### src/rtl/prl_pkg.sv
// Shared encodings for the protocol-layer Hard/Cable Reset controller:
// one-hot states, reset kind, TRANSMIT/SOP* codes and ALERT bit positions.
package prl_pkg;

   typedef enum logic [6:0] {
      ST_IDLE      = 7'b000_0001,
      ST_WAIT_REQ  = 7'b000_0010,
      ST_CONSTRUCT = 7'b000_0100,
      ST_WAIT_PHY  = 7'b000_1000,
      ST_SUCCESS   = 7'b001_0000,
      ST_FAILURE   = 7'b010_0000,
      ST_REPORT    = 7'b100_0000
   } state_e;

   typedef enum logic {
      KIND_HARD  = 1'b0,
      KIND_CABLE = 1'b1
   } kind_e;

   localparam logic [3:0] TX_NONE        = 4'b0000;
   localparam logic [3:0] TX_HARD_RESET  = 4'b0101;
   localparam logic [3:0] TX_CABLE_RESET = 4'b0110;

   localparam logic [2:0] SOP_NONE  = 3'b000;
   localparam logic [2:0] SOP_HARD  = 3'b101;
   localparam logic [2:0] SOP_CABLE = 3'b110;

   localparam int ALERT_TX_SUCCESS_BIT = 6;
   localparam int ALERT_TX_FAILED_BIT  = 4;

   function automatic logic [3:0] transmit_code(input kind_e kind);
      return (kind == KIND_CABLE) ? TX_CABLE_RESET : TX_HARD_RESET;
   endfunction

   function automatic logic [2:0] sop_code(input kind_e kind);
      return (kind == KIND_CABLE) ? SOP_CABLE : SOP_HARD;
   endfunction

endpackage

### src/rtl/prl_timeout_timer.sv
// tHardResetComplete timer: counts enabled cycles from a clear and holds at
// TIMEOUT_CYC-1, flagging expiry while it sits there.
module prl_timeout_timer
   import prl_pkg::*;
#(
   parameter int TIMEOUT_CYC = 200
) (
   input  logic CLK,
   input  logic reset,
   input  logic clear_i,
   input  logic enable_i,
   output logic expired_o
);

   localparam int              CW   = (TIMEOUT_CYC < 2) ? 1 : $clog2(TIMEOUT_CYC);
   localparam logic [CW-1:0]   LAST = CW'(TIMEOUT_CYC - 1);

   logic [CW-1:0] count_q, count_d;

   always_comb begin
      count_d = count_q;
      if (clear_i) begin
         count_d = '0;
      end else if (enable_i && (count_q != LAST)) begin
         count_d = count_q + 1'b1;
      end
   end

   // NOTE: state registers use non-blocking assignments so every flop samples
   // pre-edge values regardless of process ordering.
   always_ff @(posedge CLK or posedge reset) begin
      if (reset) begin
         count_q <= '0;
      end else begin
         count_q <= count_d;
      end
   end

   assign expired_o = (count_q == LAST);

endmodule

### src/rtl/prl_hard_reset_ctrl.sv
// Hard/Cable Reset transmit controller: launches the reset signalling, waits
// for PHY completion with bounded retries, and reports the outcome in ALERT.
module prl_hard_reset_ctrl
   import prl_pkg::*;
#(
   parameter int TIMEOUT_CYC = 200,
   parameter int MAX_RETRIES = 0,
   parameter int ALERT_W     = 16
) (
   input  logic               CLK,
   input  logic               reset,
   input  logic               hr_req,
   input  logic               cr_req,
   input  logic               PHY_Reset,
   input  logic [ALERT_W-1:0] alert_clr,
   output logic [3:0]         TRANSMIT,
   output logic               tx_start,
   output logic [2:0]         SOPMessage,
   output logic [ALERT_W-1:0] ALERT,
   output logic               busy,
   output logic [6:0]         state_o
);

   localparam int                 RW          = (MAX_RETRIES < 1) ? 1 : $clog2(MAX_RETRIES + 1);
   localparam logic [RW-1:0]      RETRY_LIMIT = RW'(MAX_RETRIES);
   localparam logic [ALERT_W-1:0] ALERT_USED  =
      ALERT_W'((1 << ALERT_TX_SUCCESS_BIT) | (1 << ALERT_TX_FAILED_BIT));

   state_e             state_q, state_d;
   kind_e              kind_q, kind_d;
   logic [RW-1:0]      retry_q, retry_d;
   logic               ok_q, ok_d;
   logic [ALERT_W-1:0] alert_q, alert_d;
   logic               timer_clear, timer_en, timer_expired;

   prl_timeout_timer #(
      .TIMEOUT_CYC(TIMEOUT_CYC)
   ) u_timer (
      .CLK      (CLK),
      .reset    (reset),
      .clear_i  (timer_clear),
      .enable_i (timer_en),
      .expired_o(timer_expired)
   );

   // NOTE: every combinational output gets a default before the case so no
   // path leaves a variable unassigned and no latch is inferred.
   always_comb begin
      state_d     = state_q;
      kind_d      = kind_q;
      retry_d     = retry_q;
      ok_d        = ok_q;
      alert_d     = (alert_q & ~alert_clr) & ALERT_USED;
      timer_clear = 1'b0;
      timer_en    = 1'b0;
      tx_start    = 1'b0;
      TRANSMIT    = TX_NONE;
      SOPMessage  = SOP_NONE;
      busy        = 1'b1;

      unique case (state_q)
         ST_IDLE: begin
            busy    = 1'b0;
            state_d = ST_WAIT_REQ;
         end
         ST_WAIT_REQ: begin
            busy = 1'b0;
            if (hr_req || cr_req) begin
               kind_d  = hr_req ? KIND_HARD : KIND_CABLE;
               retry_d = '0;
               state_d = ST_CONSTRUCT;
            end
         end
         ST_CONSTRUCT: begin
            tx_start    = 1'b1;
            TRANSMIT    = transmit_code(kind_q);
            SOPMessage  = sop_code(kind_q);
            timer_clear = 1'b1;
            state_d     = ST_WAIT_PHY;
         end
         ST_WAIT_PHY: begin
            SOPMessage = sop_code(kind_q);
            timer_en   = 1'b1;
            // PHY completion is checked first so it wins in the expiry cycle.
            if (PHY_Reset) begin
               state_d = ST_SUCCESS;
            end else if (timer_expired) begin
               if (retry_q < RETRY_LIMIT) begin
                  retry_d = retry_q + 1'b1;
                  state_d = ST_CONSTRUCT;
               end else begin
                  state_d = ST_FAILURE;
               end
            end
         end
         ST_SUCCESS: begin
            SOPMessage = sop_code(kind_q);
            ok_d       = 1'b1;
            state_d    = ST_REPORT;
         end
         ST_FAILURE: begin
            SOPMessage = sop_code(kind_q);
            ok_d       = 1'b0;
            state_d    = ST_REPORT;
         end
         ST_REPORT: begin
            SOPMessage = sop_code(kind_q);
            if (ok_q) begin
               alert_d[ALERT_TX_SUCCESS_BIT] = 1'b1;
            end else begin
               alert_d[ALERT_TX_FAILED_BIT] = 1'b1;
            end
            state_d = ST_WAIT_REQ;
         end
         default: begin
            state_d = ST_IDLE;
         end
      endcase
   end

   always_ff @(posedge CLK or posedge reset) begin
      if (reset) begin
         state_q <= ST_IDLE;
         kind_q  <= KIND_HARD;
         retry_q <= '0;
         ok_q    <= 1'b0;
         alert_q <= '0;
      end else begin
         state_q <= state_d;
         kind_q  <= kind_d;
         retry_q <= retry_d;
         ok_q    <= ok_d;
         alert_q <= alert_d;
      end
   end

   assign ALERT   = alert_q;
   assign state_o = state_q;

endmodule

### config.mk
export PLATFORM = sky130hd
export DESIGN_NAME = prl_hard_reset_ctrl
export DESIGN_NICKNAME = d
export VERILOG_FILES = /design/src/rtl/prl_pkg.sv /design/src/rtl/prl_timeout_timer.sv /design/src/rtl/prl_hard_reset_ctrl.sv
export SDC_FILE = /design/constraint.sdc
export NUM_CORES = 1
export LEC_CHECK = 0
export ABC_AREA = 1
export CORE_ASPECT_RATIO = 0.9
export CORE_MARGIN = 4
export CORE_UTILIZATION = 43
export CTS_CLUSTER_DIAMETER = 80
export DETAILED_ROUTE_END_ITERATION = 8
export PLACE_DENSITY = 0.85
export SYNTH_ARGS = -nofsm -noshare
export SYNTH_HDL_FRONTEND = slang
export SYNTH_HIERARCHICAL = 1
export SYNTH_SLANG_ARGS = --single-unit
export TNS_END_PERCENT = 10
### constraint.sdc
create_clock -name CLK -period 1.75 [get_ports CLK]
set_input_delay 0.175 -clock CLK [delete_from_list [all_inputs] [get_ports CLK]]
set_output_delay 0.175 -clock CLK [all_outputs]
set_load 0.005 [all_outputs]
# [After elaboration in Yosys (flattened, before gate mapping)]
# Cells that the tools add are included.
[op_classes] n_bitwise=2 eq_ne=14 magnitude_cmp=1 mux=25 n_reduce_logical=12 n_addsub=2
[ops] cell="7-bit case mux with 5 select lines" count=1
[ops] cell="7-bit 2-to-1 mux" count=3
[ops] cell="8-bit 2-to-1 mux" count=2
[ops] cell="1-bit 2-to-1 mux" count=12
[ops] cell="8-bit by 1-bit adder with 8-bit output, second input constant" count=1
[ops] cell="8-bit == test, second input constant" count=1
[ops] cell="2-bit != test, second input constant" count=4
[ops] cell="8-bit != test, second input constant" count=1
[ops] cell="7-bit bitwise AND" count=1
[ops] cell="7-bit by 1-bit == test with 1-bit output, second input constant" count=1
[ops] cell="7-bit by 2-bit == test with 1-bit output, second input constant" count=1
[ops] cell="7-bit by 3-bit == test with 1-bit output, second input constant" count=1
[ops] cell="7-bit by 4-bit == test with 1-bit output, second input constant" count=1
[ops] cell="7-bit by 5-bit == test with 1-bit output, second input constant" count=1
[ops] cell="7-bit by 6-bit == test with 1-bit output, second input constant" count=1
[ops] cell="7-bit == test, second input constant" count=1
[ops] cell="7-bit NOT" count=1
[ops] cell="6-bit 2-to-1 mux" count=1
[ops] cell="2-bit nonzero test" count=3
[ops] cell="2-bit OR reduction" count=3
[ops] cell="5-bit AND reduction" count=1
[ops] cell="5-bit OR reduction" count=1
[ops] cell="2-bit 2-to-1 mux" count=2
[ops] cell="4-bit 2-to-1 mux" count=1
[ops] cell="other kinds (8)" count=10
[word_totals] input_bits=21 register_bits=20

# [Depth between registers and ports, before layout]
# Gate-level depths: netlist (run 1).
[logic_depth] word_depth=5 ltp_mapped=10 ltp_nobuf=10

# [Hierarchy]
# The synthesis (run 1) kept the hierarchy.
[by_module_without_submodules] mod="prl_hard_reset_ctrl" area_each_um2=772.0 seq_area_each_um2=276.5 cells_each=96 n_inst=1
[by_module_without_submodules] mod="prl_timeout_timer" area_each_um2=511.7 seq_area_each_um2=200.2 cells_each=72 n_inst=1

# [Worst setup path after synthesis (run 1)]
# OpenSTA, ideal clock, no wires.
[synth_timing] kind="register to register" start="reg state_q[0], in the netlist state_o[0]" end="reg u_timer.count_q[3]" stages_incl_launch_ff=10 n_path_buf=0 synth_period_minus_slack_ns=1.381 slack_ns=0.369 arrival_ns=1.264 cell_sequence="dfstp_2 inv_1 nand2_1 nor2_1 nand2_4 inv_1 inv_1 nand2_1 nand2_1 nand2_1"
[synth_lines] element="start: declaration" line_no="prl_hard_reset_ctrl.sv:29" text="state_e state_q, state_d;"
[synth_lines] element="start signal: assignment" line_no="prl_hard_reset_ctrl.sv:129" text="state_q <= state_d;"
[synth_lines] element="7-bit by 3-bit == test with 1-bit output *"
[synth_lines] element="1-bit 2-to-1 mux *"
[synth_lines] element="named net tx_start" line_no="prl_hard_reset_ctrl.sv:17" text="output logic tx_start,"
[synth_lines] element="8-bit 2-to-1 mux / 2-bit nonzero test (equally long branches)"
[synth_lines] element="end signal: assignment" line_no="prl_timeout_timer.sv:35" text="count_q <= count_d;"
[synth_lines] element="end: declaration" line_no="prl_timeout_timer.sv:18" text="logic [CW-1:0] count_q, count_d;"
# The timed path passes the listed nets; every way through them passes the cells marked *.
# A chain may end at the register's enable or synchronous reset.

# [Final worst setup path (run 1)]
[layout_timing] start="reg state_q[0], in the netlist state_o[0]" end="out SOPMessage[2]"
[layout_between] elab_chain_len=3
[layout_lines] element="7-bit == test (tied with other cells)" line_no="prl_hard_reset_ctrl.sv:61" text="unique case (state_q)"
[layout_lines] element="5-bit OR reduction (no line) *"
[layout_lines] element="3-bit 2-to-1 mux *"
[layout_lines] element="end: declaration" line_no="prl_hard_reset_ctrl.sv:18" text="output logic [2:0] SOPMessage,"
# Mark *: on every way between the ends. The rest lies on a longest branch, timed or not.

==> flow_summary_export.csv, run 1 <==
group,metric,value,unit
run_status,status,"finished with violations",
run_status,violations,"negative setup slack",
clock_tree,cts-root-buf,"clkbuf_4",
detailed_routing,drt_iter0_drc,40,
floorplan,fp.coreArea,2793,sq um
clock_tree,numCtsBuffers,3,
detailed_routing,firstDrtPassIters,4,
timing,fin_crit,1799,ps
setup_path,critPathMaxFanout,3,
synthesis,ys_types,26,
synthesis,ys_warn_count,6,
timing,layout_worst_path_cycle_share,102.8,%
final_layout,fin_area,1644,sq um
placement,gp_congestion,0.7670,
timing,skew,4.702,ps
floorplan,die_x,65.60,um
power_and_ir_drop,irDropWorstVdd,0.0004983,V
detailed_routing,via_per_inst,4.530,
clock_tree,clockBufferDepth,2,
detailed_routing,wl_per_cell,11.19,um
worst_hold_path,hold_class,"in -> async",
detailed_routing,antenna_violating_nets_post_route,0,
floorplan,io_pins,53,
synthesis,synth.avg_cell_area,7.641,sq um
synthesis,ys_ff_latch,19,
clock_tree,path_clk_slew,110,ps
setup_path,arrival,1620,ps
clock_tree,cts_num_sinks,19,
floorplan,die-area,3925,sq um
global_routing,grt_pass1_vias,1028,
power_and_ir_drop,leakagePower,0.8911,nW
timing,fin_ws,-48.62,ps
global_routing,grt_remaining_overflow,0,
final_layout,drive_above_1_share,29.19,%
flow_run,max_cap_violations,0,
synthesis,synth_cells,168,
power_and_ir_drop,p_total,1.521,mW
floorplan,rows,18,
clock_tree,clock_latency,300,ps
synthesis,seq_area_frac_synth,37.13,%
timing,finalHoldViolations,0,
global_routing,grt_usage,15.01,%
final_layout,syn2layout_area_growth,28.07,%
placement,dp_hpwl,2056,um
setup_path,worstSetupStartpointType,"flop",
final_layout,num_antenna_cells,0,
clock_tree,cts_tree,"built",
global_routing,grt_max_degree,12,
placement,post_dp_cell_area,1564,sq um
placement,post-place-cells,238,
timing,setup_viol_count_final,3,
detailed_routing,drc,0,
timing,final-max-slew-violation-count,0,
detailed_routing,vias,1128,
detailed_routing,finalWirelength,2787,um
setup_path,cp-end-kind,"output port",
timing,clock.fmax,0.5560,GHz
clock_tree,hold_buffers,0,
placement,port_buffers,23,
final_layout,final_cells,249,
timing,rsz0062_at_grt,"yes",
setup_path,crit_type,"reg -> out",
final_layout,multiInputGateArea,650.6,sq um
final_layout,fillers,262,
floorplan,initial_utilization,45.97,%
final_layout,utilization,58.87,%
setup_path,required,1570,ps
global_routing,antenna_found_initial,0,
global_routing,grt_pass1_wl,4512,um
clock_tree,h-tree-depth,1,
floorplan,die_h,59.84,um
final_layout,fin_nets,232,
synthesis,synth_area,1284,sq um
final_layout,seqCellArea,478.0,sq um
power_and_ir_drop,powerDensity,925.1,nW/um^2
[flip-flops by register name (all words and copies together) (netlist names)]
signal / flops
kind_q: 1
state_o: 7
ALERT: 2
u_timer/count_q: 8
ok_q: 1
[path summary, 6_finish.rpt]
check                              from                 end  slack [ps]  cells past startpoint
max in group asynchronous         reset          state_o[0]        1260                      2
min                               reset  u_timer/count_q[3]         140                      2
max                          state_o[0]       SOPMessage[2]         -50                      8
min reg2reg                        ok_q            ALERT[4]         470                      1
max reg2reg                  state_o[4]  u_timer/count_q[2]         140                     11
min in group CLK           alert_clr[4]            ALERT[4]         420                      2
[cells by family after synthesis]
family	share of synthesized area, %
compound gates	4.483
fa+ha+maj	0.9745
other cells	0.2921
xor+xnor	1.365
buf+inv	17.84
flops	37.13
simple gates	37.91
[cells in the mapped netlist (all sizes together)]
master / count / area, sq um
dfrtp: 18 / 450.4
inv: 27 / 101.4
nor3: 3 / 26.28
a21oi: 1 / 5.000
nand2: 39 / 173.9
conb: 1 / 3.750
nand4: 4 / 25.02
ha: 1 / 12.51
nor2: 31 / 168.9
nand3b: 1 / 7.510
o21ai: 6 / 33.78
buf: 17 / 127.6
xor2: 2 / 17.52
dfstp: 1 / 26.28
a31oi: 1 / 6.260
nand3: 13 / 85.08
o22ai: 2 / 12.51
[stage by stage]
| stage | TNS [ps] | hold WS, ps | setup WS [ps] |
|---|---|---|---|
| 2_1_floorplan | 0 | -9.342 | 369.0 |
| 6_report | -111.5 | 140.6 | -48.62 |
| 5_1_grt | -479.9 | 176.1 | -161.0 |
| 3_3_place_gp | 0 | 445.3 | 15.97 |
| 4_1_cts | -801.3 | 149.6 | -193.7 |
| 3_5_place_dp | 0 | 452.3 | 9.180 |
[worst max-delay path, stage by stage, from the launching register on]
cell	delay, ps
dfstp_2	580
inv_2	50
nand2_2	80
nor2_1	60
nand2_2	70
nand3_2	90
nor2_4	100
inv_1	40
dlygate4sd2_1	250
[cells in the final DEF, fill, tap and decap left out, drive strengths merged, types with 6 or more instances in the layout]
cell type      netlist  layout
nand2               39      39
o21ai                6       6
clkdlybuf4s50        0      14
nand3               13      13
nor2                31      31
clkbuf               0       6
conb                 1      15
dfrtp               18      18
inv                 27      27
buf                 17      20
[routing by layer]
| metal | part of all wire (%) | vias to the layer above | global-route usage (%) |
|---|---|---|---|
| met1 | 38 | 509 | 17.06 |
| met5 | 0 | - | 0 |
| met4 | 2.1 | 0 | 4.438 |
| li1 | - | 576 | - |
| met3 | 5.2 | 10 | 3.383 |
| met2 | 54 | 33 | 28.14 |
[cell type report]
cell class                 count  area share, %
sequential                    19          29.07
timing repair buffer          40          20.32
clock inverter                 1         0.3044
inverter                      27          6.317
multi-input combinational    119          39.57
clock buffer                   3          1.370
tap                           40          3.044
[report_power, final]
part           switching, mW  internal [mW]
Sequential            0.0739          0.524
Combinational          0.366          0.332
Clock                  0.139         0.0853
Total                  0.580          0.941
[repair_timing]
item,CTS,global route
gates resized for setup,10,21
setup endpoints to repair,8,12
setup buffers,3,4
pin swaps,3,5
Power figures use the tool's default switching activity.
==> run 2: changes to the inputs <==
CELL_PAD_IN_SITES_DETAIL_PLACEMENT = 0   (was default)
CELL_PAD_IN_SITES_GLOBAL_PLACEMENT = 1   (was default)
CORE_UTILIZATION = 30   (was 43)
==> run 2 against run 1 <==
  * Power increased by 4.0%
  * Non-clock buffer count rose by 1
  * Cell count is 3.6% higher
  * Critical endpoint is now SOPMessage[0]
  * Sequential power is essentially flat
  * Sequential cell count stayed put
  * Sequential share of layout area decreased by 1.1 points
  * The flow now finishes without violations
  * Highest routed layer unchanged
  * Hold slack gained 54 ps
  * First-iteration DRC count decreased by 20%
  * Design area grew 3.7%
  * Combinational power shrank 3.6%
  * Routed wire length fell by 3.3%
  * Setup slack improved by 66 ps
==> flow_summary_export.csv, run 2 (synthesis gave the netlist of run 1 again) <==
group,metric,value,unit
run_status,status,"finished clean",
global_routing,grt_pass1_vias,1041,
clock_tree,cts-root-buf,"clkbuf_8",
setup_path,cp_slowest_cell,"dfstp_2",
floorplan,io_pins,53,
clock_tree,cts_tree,"built",
final_layout,drive_above_1_share,28.10,%
setup_path,arrival,1560,ps
final_layout,layout_common_cells,"nand2_1, nor2_1, inv_1",
final_layout,final_cells,258,
detailed_routing,vias,1094,
placement,gp_congestion,0.8361,
global_routing,grt_usage,10.41,%
timing,clock.fmax,0.5773,GHz
detailed_routing,finalWirelength,2694,um
clock_tree,numCtsBuffers,3,
timing,fin_crit,1732,ps
placement,post-place-cells,248,
floorplan,rows,22,
final_layout,largest_register_ffs,8,
clock_tree,clockBufferDepth,2,
global_routing,grt_max_degree,12,
setup_path,crit_start,"state_o[0]",
worst_hold_path,hold_class,"in -> async",
clock_tree,cts_num_sinks,19,
timing,final-max-slew-violation-count,0,
setup_path,r2r_end,"u_timer/count_q[2]",
clock_tree,hold_buffers,0,
setup_path,crit_type,"reg -> out",
clock_tree,path_clk_slew,70,ps
clock_tree,clock_latency,260,ps
floorplan,die-area,5391,sq um
setup_path,max_stage_delay,560,ps
detailed_routing,wl_per_cell,10.44,um
global_routing,grt_pass1_wl,4623,um
placement,dp_hpwl,2097,um
final_layout,fin_area,1704,sq um
setup_path,worst-r2r-cell-count,11,
final_layout,layout_commonest_cell,"nand2_1",
timing,layout_worst_path_cycle_share,98.99,%
final_layout,num_antenna_cells,0,
floorplan,fp.coreArea,4101,sq um
setup_path,critPathMaxFanout,5,
detailed_routing,drt_iter0_drc,32,
power_and_ir_drop,irDropWorstVdd,0.0004347,V
timing,setup_viol_count_final,0,
floorplan,die_h,70.06,um
final_layout,fin_nets,233,
placement,port_buffers,23,
detailed_routing,antenna_violating_nets_post_route,0,
floorplan,die_x,76.96,um
timing,tns,0,ps
placement,post_dp_cell_area,1589,sq um
flow_run,max_cap_violations,0,
setup_path,endpoint,"SOPMessage[0]",
setup_path,worstSetupStartpointType,"flop",
power_and_ir_drop,powerDensity,928.4,nW/um^2
setup_path,path_depth,9,
setup_path,cp-end-kind,"output port",
detailed_routing,via_per_inst,4.240,
detailed_routing,drc,0,
power_and_ir_drop,leakagePower,0.9241,nW
clock_tree,h-tree-depth,1,
setup_path,r2r_start,"state_o[5]",
final_layout,top_register,"u_timer/count_q",
floorplan,initial_utilization,31.30,%
setup_path,rrSetupSlack,180,ps
timing,finalHoldViolations,0,
timing,rsz0062_at_grt,"yes",
setup_path,crit_chain,"inv_2, nand2_2, nor2_2, nand2_4, nand3_2, nor2_4, buf_4, nor2_1, buf_2",
final_layout,syn2layout_area_growth,32.75,%
setup_path,worst-path-buf-inv,3,
global_routing,antenna_found_initial,0,
detailed_routing,firstDrtPassIters,4,
setup_path,crit_family,"flip-flops",
timing,skew,1.900,ps
setup_path,required,1570,ps
global_routing,grt_remaining_overflow,0,
run 2: cell count changes in the layout (fill, tap and decap cells not counted), moves of 2 or more:
cell and change:
inv_2 -2, inv_4 +2, clkbuf_8 +3, clkbuf_4 -3
clkbuf_2 -2
run 2: layout make-up:
cell class | instances | area [sq um]
Tap cell | 48 | 60.06
Inverter | 27 | 108.9
Clock inverter | 1 | 5.005
Multi-Input combinational cell | 119 | 653.1
Sequential cell | 19 | 476.7
Fill cell | 428 | 2397
Timing Repair Buffer | 41 | 359.1
Clock buffer | 3 | 41.29
run 2: per-layer routing:
layer  routed length [um]  share of wire (%)  GRT usage, %
met5                    0                  0             0
met4                   12               0.45         1.811
met3                  164                6.1         3.093
met2                 1307                 49         17.99
met1                 1209                 45         12.90
run 2: power breakdown:
| group | switching [mW] | internal, mW |
|---|---|---|
| Combinational | 0.343 | 0.330 |
| Clock | 0.152 | 0.158 |
| Sequential | 0.0749 | 0.524 |
run 2: how the worst min path moves through the flow:
stage | startpoint | endpoint | slack, ps | cells past startpoint
finish | reset | u_timer/count_q[4] | 190 | 2
global route | reset | u_timer/count_q[5] | 240 | 2
CTS | reset | u_timer/count_q[5] | 200 | 2
detailed placement | ok_q | ALERT[4] | 450 | 1
global placement | ok_q | ALERT[4] | 440 | 1
floorplan | reset | u_timer/count_q[0] | -9 | 1
run 2: stage by stage:
step           hold WS [ps]  utilization, %  power, mW  setup slack [ps]
4_1_cts               204.6           40.82      1.581            -204.7
2_1_floorplan        -9.342               -     0.9818             369.0
6_report              194.7           41.55      1.582             17.76
3_3_place_gp          443.2           38.74      1.250             18.06
5_1_grt               242.1           41.55      1.708            -96.23
3_5_place_dp          449.2           38.74      1.259             8.067
run 2: what timing repair did:
action | CTS | global route
setup buffers | 5 | 1
pin swaps | 3 | 6
resized for setup | 8 | 21
setup endpoints to repair | 8 | 13
hold endpoints to repair | 0 | 0
==> run 3: changes to the inputs <==
CORE_UTILIZATION = 32   (was 30)
PLACE_DENSITY = 0.9   (was 0.85)
clock period = 2.1 ns   (was 1.75 ns; I/O delays follow)
==> run 3 against run 2 <==
  * Sequential power is 16% lower
  * Clock power fell by 19%
  * Critical path depth fell by 1
  * Die area is 5.6% lower
  * First-iteration DRC count down 28%
  * Routed wire length down 11%
  * Setup slack better by 22 ps
  * Highest routed layer unchanged
==> flow_summary_export.csv, run 3 (synthesis gave the netlist of run 1 again) <==
group,metric,value,unit
run_status,status,"finished clean",
setup_path,required,1890,ps
final_layout,drive_above_1_share,17.19,%
power_and_ir_drop,leakagePower,0.7741,nW
final_layout,top_register,"u_timer/count_q",
detailed_routing,wl_met2,1058,um
global_routing,grt_pass1_vias,964,
clock_tree,clockBufferDepth,2,
clock_tree,cts-root-buf,"clkbuf_8",
floorplan,initial_utilization,33.93,%
detailed_routing,drc,0,
detailed_routing,via_per_inst,4.239,
power_and_ir_drop,irDropWorstVdd,0.0003212,V
detailed_routing,wl_per_cell,10.07,um
final_layout,largest_register_ffs,8,
global_routing,grt_max_degree,12,
power_and_ir_drop,seqPwrFrac,40.6,%
clock_tree,clock_latency,260,ps
power_and_ir_drop,powerDensity,803.6,nW/um^2
power_and_ir_drop,switchingPower,0.4473,mW
floorplan,fp.coreArea,3784,sq um
power_and_ir_drop,intPower,0.8005,mW
clock_tree,numCtsBuffers,3,
timing,final-max-slew-violation-count,0,
timing,layout_worst_path_cycle_share,98.11,%
clock_tree,cts_tree,"built",
floorplan,die_h,68.09,um
power_and_ir_drop,clkPwrFrac,20.2,%
placement,port_buffers,23,
flow_run,max_cap_violations,0,
final_layout,utilization,41.04,%
global_routing,grt_pass1_wl,4215,um
setup_path,arrival,1850,ps
detailed_routing,antenna_violating_nets_post_route,0,
clock_tree,path_clk_slew,70,ps
timing,setup_viol_count_final,0,
placement,gp_congestion,0.7974,
final_layout,num_antenna_cells,0,
setup_path,cp-end-kind,"output port",
final_layout,layout_commonest_cell,"nand2_1",
timing,hold_ws,235.2,ps
detailed_routing,wl_met3,150,um
timing,fin_crit,2060,ps
setup_path,worstSetupStartpointType,"flop",
detailed_routing,drt_iter0_drc,23,
detailed_routing,finalWirelength,2396,um
placement,dp_hpwl,1929,um
timing,skew,6.800,ps
floorplan,die-area,5090,sq um
detailed_routing,firstDrtPassIters,4,
clock_tree,cts_num_sinks,19,
floorplan,die_x,74.77,um
clock_tree,h-tree-depth,1,
final_layout,layout_common_cells,"nand2_1, clkdlybuf4s50_1, inv_1, nor2_1, dfrtp_1",
setup_path,crit_type,"reg -> out",
setup_path,rrSetupSlack,570,ps
power_and_ir_drop,pwr-share-comb,39.3,%
global_routing,grt_usage,10.94,%
timing,finalHoldViolations,0,
final_layout,fin_nets,215,
final_layout,syn2layout_area_growth,20.96,%
setup_path,critPathMaxFanout,4,
worst_hold_path,hold_class,"in -> async",
timing,rsz0062_at_grt,"yes",
clock_tree,post_cts_buffers,0,
global_routing,antenna_found_initial,0,
global_routing,grt_remaining_overflow,0,
detailed_routing,wl_met1,1129,um
detailed_routing,top_layer,"met4",
power_and_ir_drop,sw_frac_of_total,35.85,%
floorplan,io_pins,53,
timing,clock.fmax,0.4854,GHz
detailed_routing,vias,1009,
floorplan,rows,21,
power_and_ir_drop,p_total,1.248,mW
## run 3: changes by cell type in the layout (fill, tap and decap cells not counted), sizes merged
cell           delta
buf              -20
clkbuf            -1
clkdlybuf4s50     +8
dlygate4sd2       -2
dlymetal6s2s      -3
## run 3: repair_timing
item	4_1_cts	5_1_grt
endpoints found under the setup margin	0	5
hold buffers	0	0
resized for setup	0	3
hold endpoints to repair	0	0
## run 3: cell type report
class	instances	area, sq um
multi-input cells	119	640.6
well taps	46	57.56
clock inverters	1	5.005
flip-flops and latches	19	476.7
clock buffers	3	41.29
repair buffers	23	230.2
fillers	393	2231
inverters	27	101.3
## run 3: critical path, cell delays in order, from the launching register on
cell and delay, ps:
dfrtp_1 410, inv_2 100, nand2_4 80, nor2_4 150, nand2_2 110, nand3_2 100, nor2_4 40, nor2_1 90
clkdlybuf4s50_1 500
## run 3: path summary, 6_finish.rpt
kind,startpoint,to,cells after the start
setup / recovery,state_o[5],SOPMessage[1],8
min in group CLK,ok_q,ALERT[4],1
max in group asynchronous,reset,state_o[0],2
hold / removal,reset,u_timer/count_q[6],2
hold reg to reg,ok_q,ALERT[4],1
setup reg to reg,state_o[5],u_timer/count_q[3],10
## run 3: power groups by stage
stage | sequential (mW) | clock (mW) | combinational, mW
2_1_floorplan | 0.503 | 0 | 0.316
3_3_place_gp | 0.510 | 0 | 0.477
3_5_place_dp | 0.513 | 0 | 0.483
4_1_cts | 0.506 | 0.261 | 0.486
5_1_grt | 0.519 | 0.276 | 0.553
6_report | 0.506 | 0.252 | 0.490
## run 3: layer usage
layer | vias to the layer above | track usage, %
met1 | 440 | 14.63
met4 | 0 | 6.000
met2 | 31 | 16.34
met5 | - | 0
met3 | 5 | 2.349
li1 | 533 | -
## run 3: per-stage QoR
stage | setup WS, ps | cell area, sq um | instances | setup TNS [ps]
2_1_floorplan | 719.0 | 1336 | 182 | 0
3_3_place_gp | 301.7 | 1496 | 234 | 0
3_5_place_dp | 291.9 | 1496 | 234 | 0
4_1_cts | 7.899 | 1543 | 238 | 0
5_1_grt | -103.6 | 1553 | 238 | -357.7
6_report | 39.63 | 1553 | 238 | 0
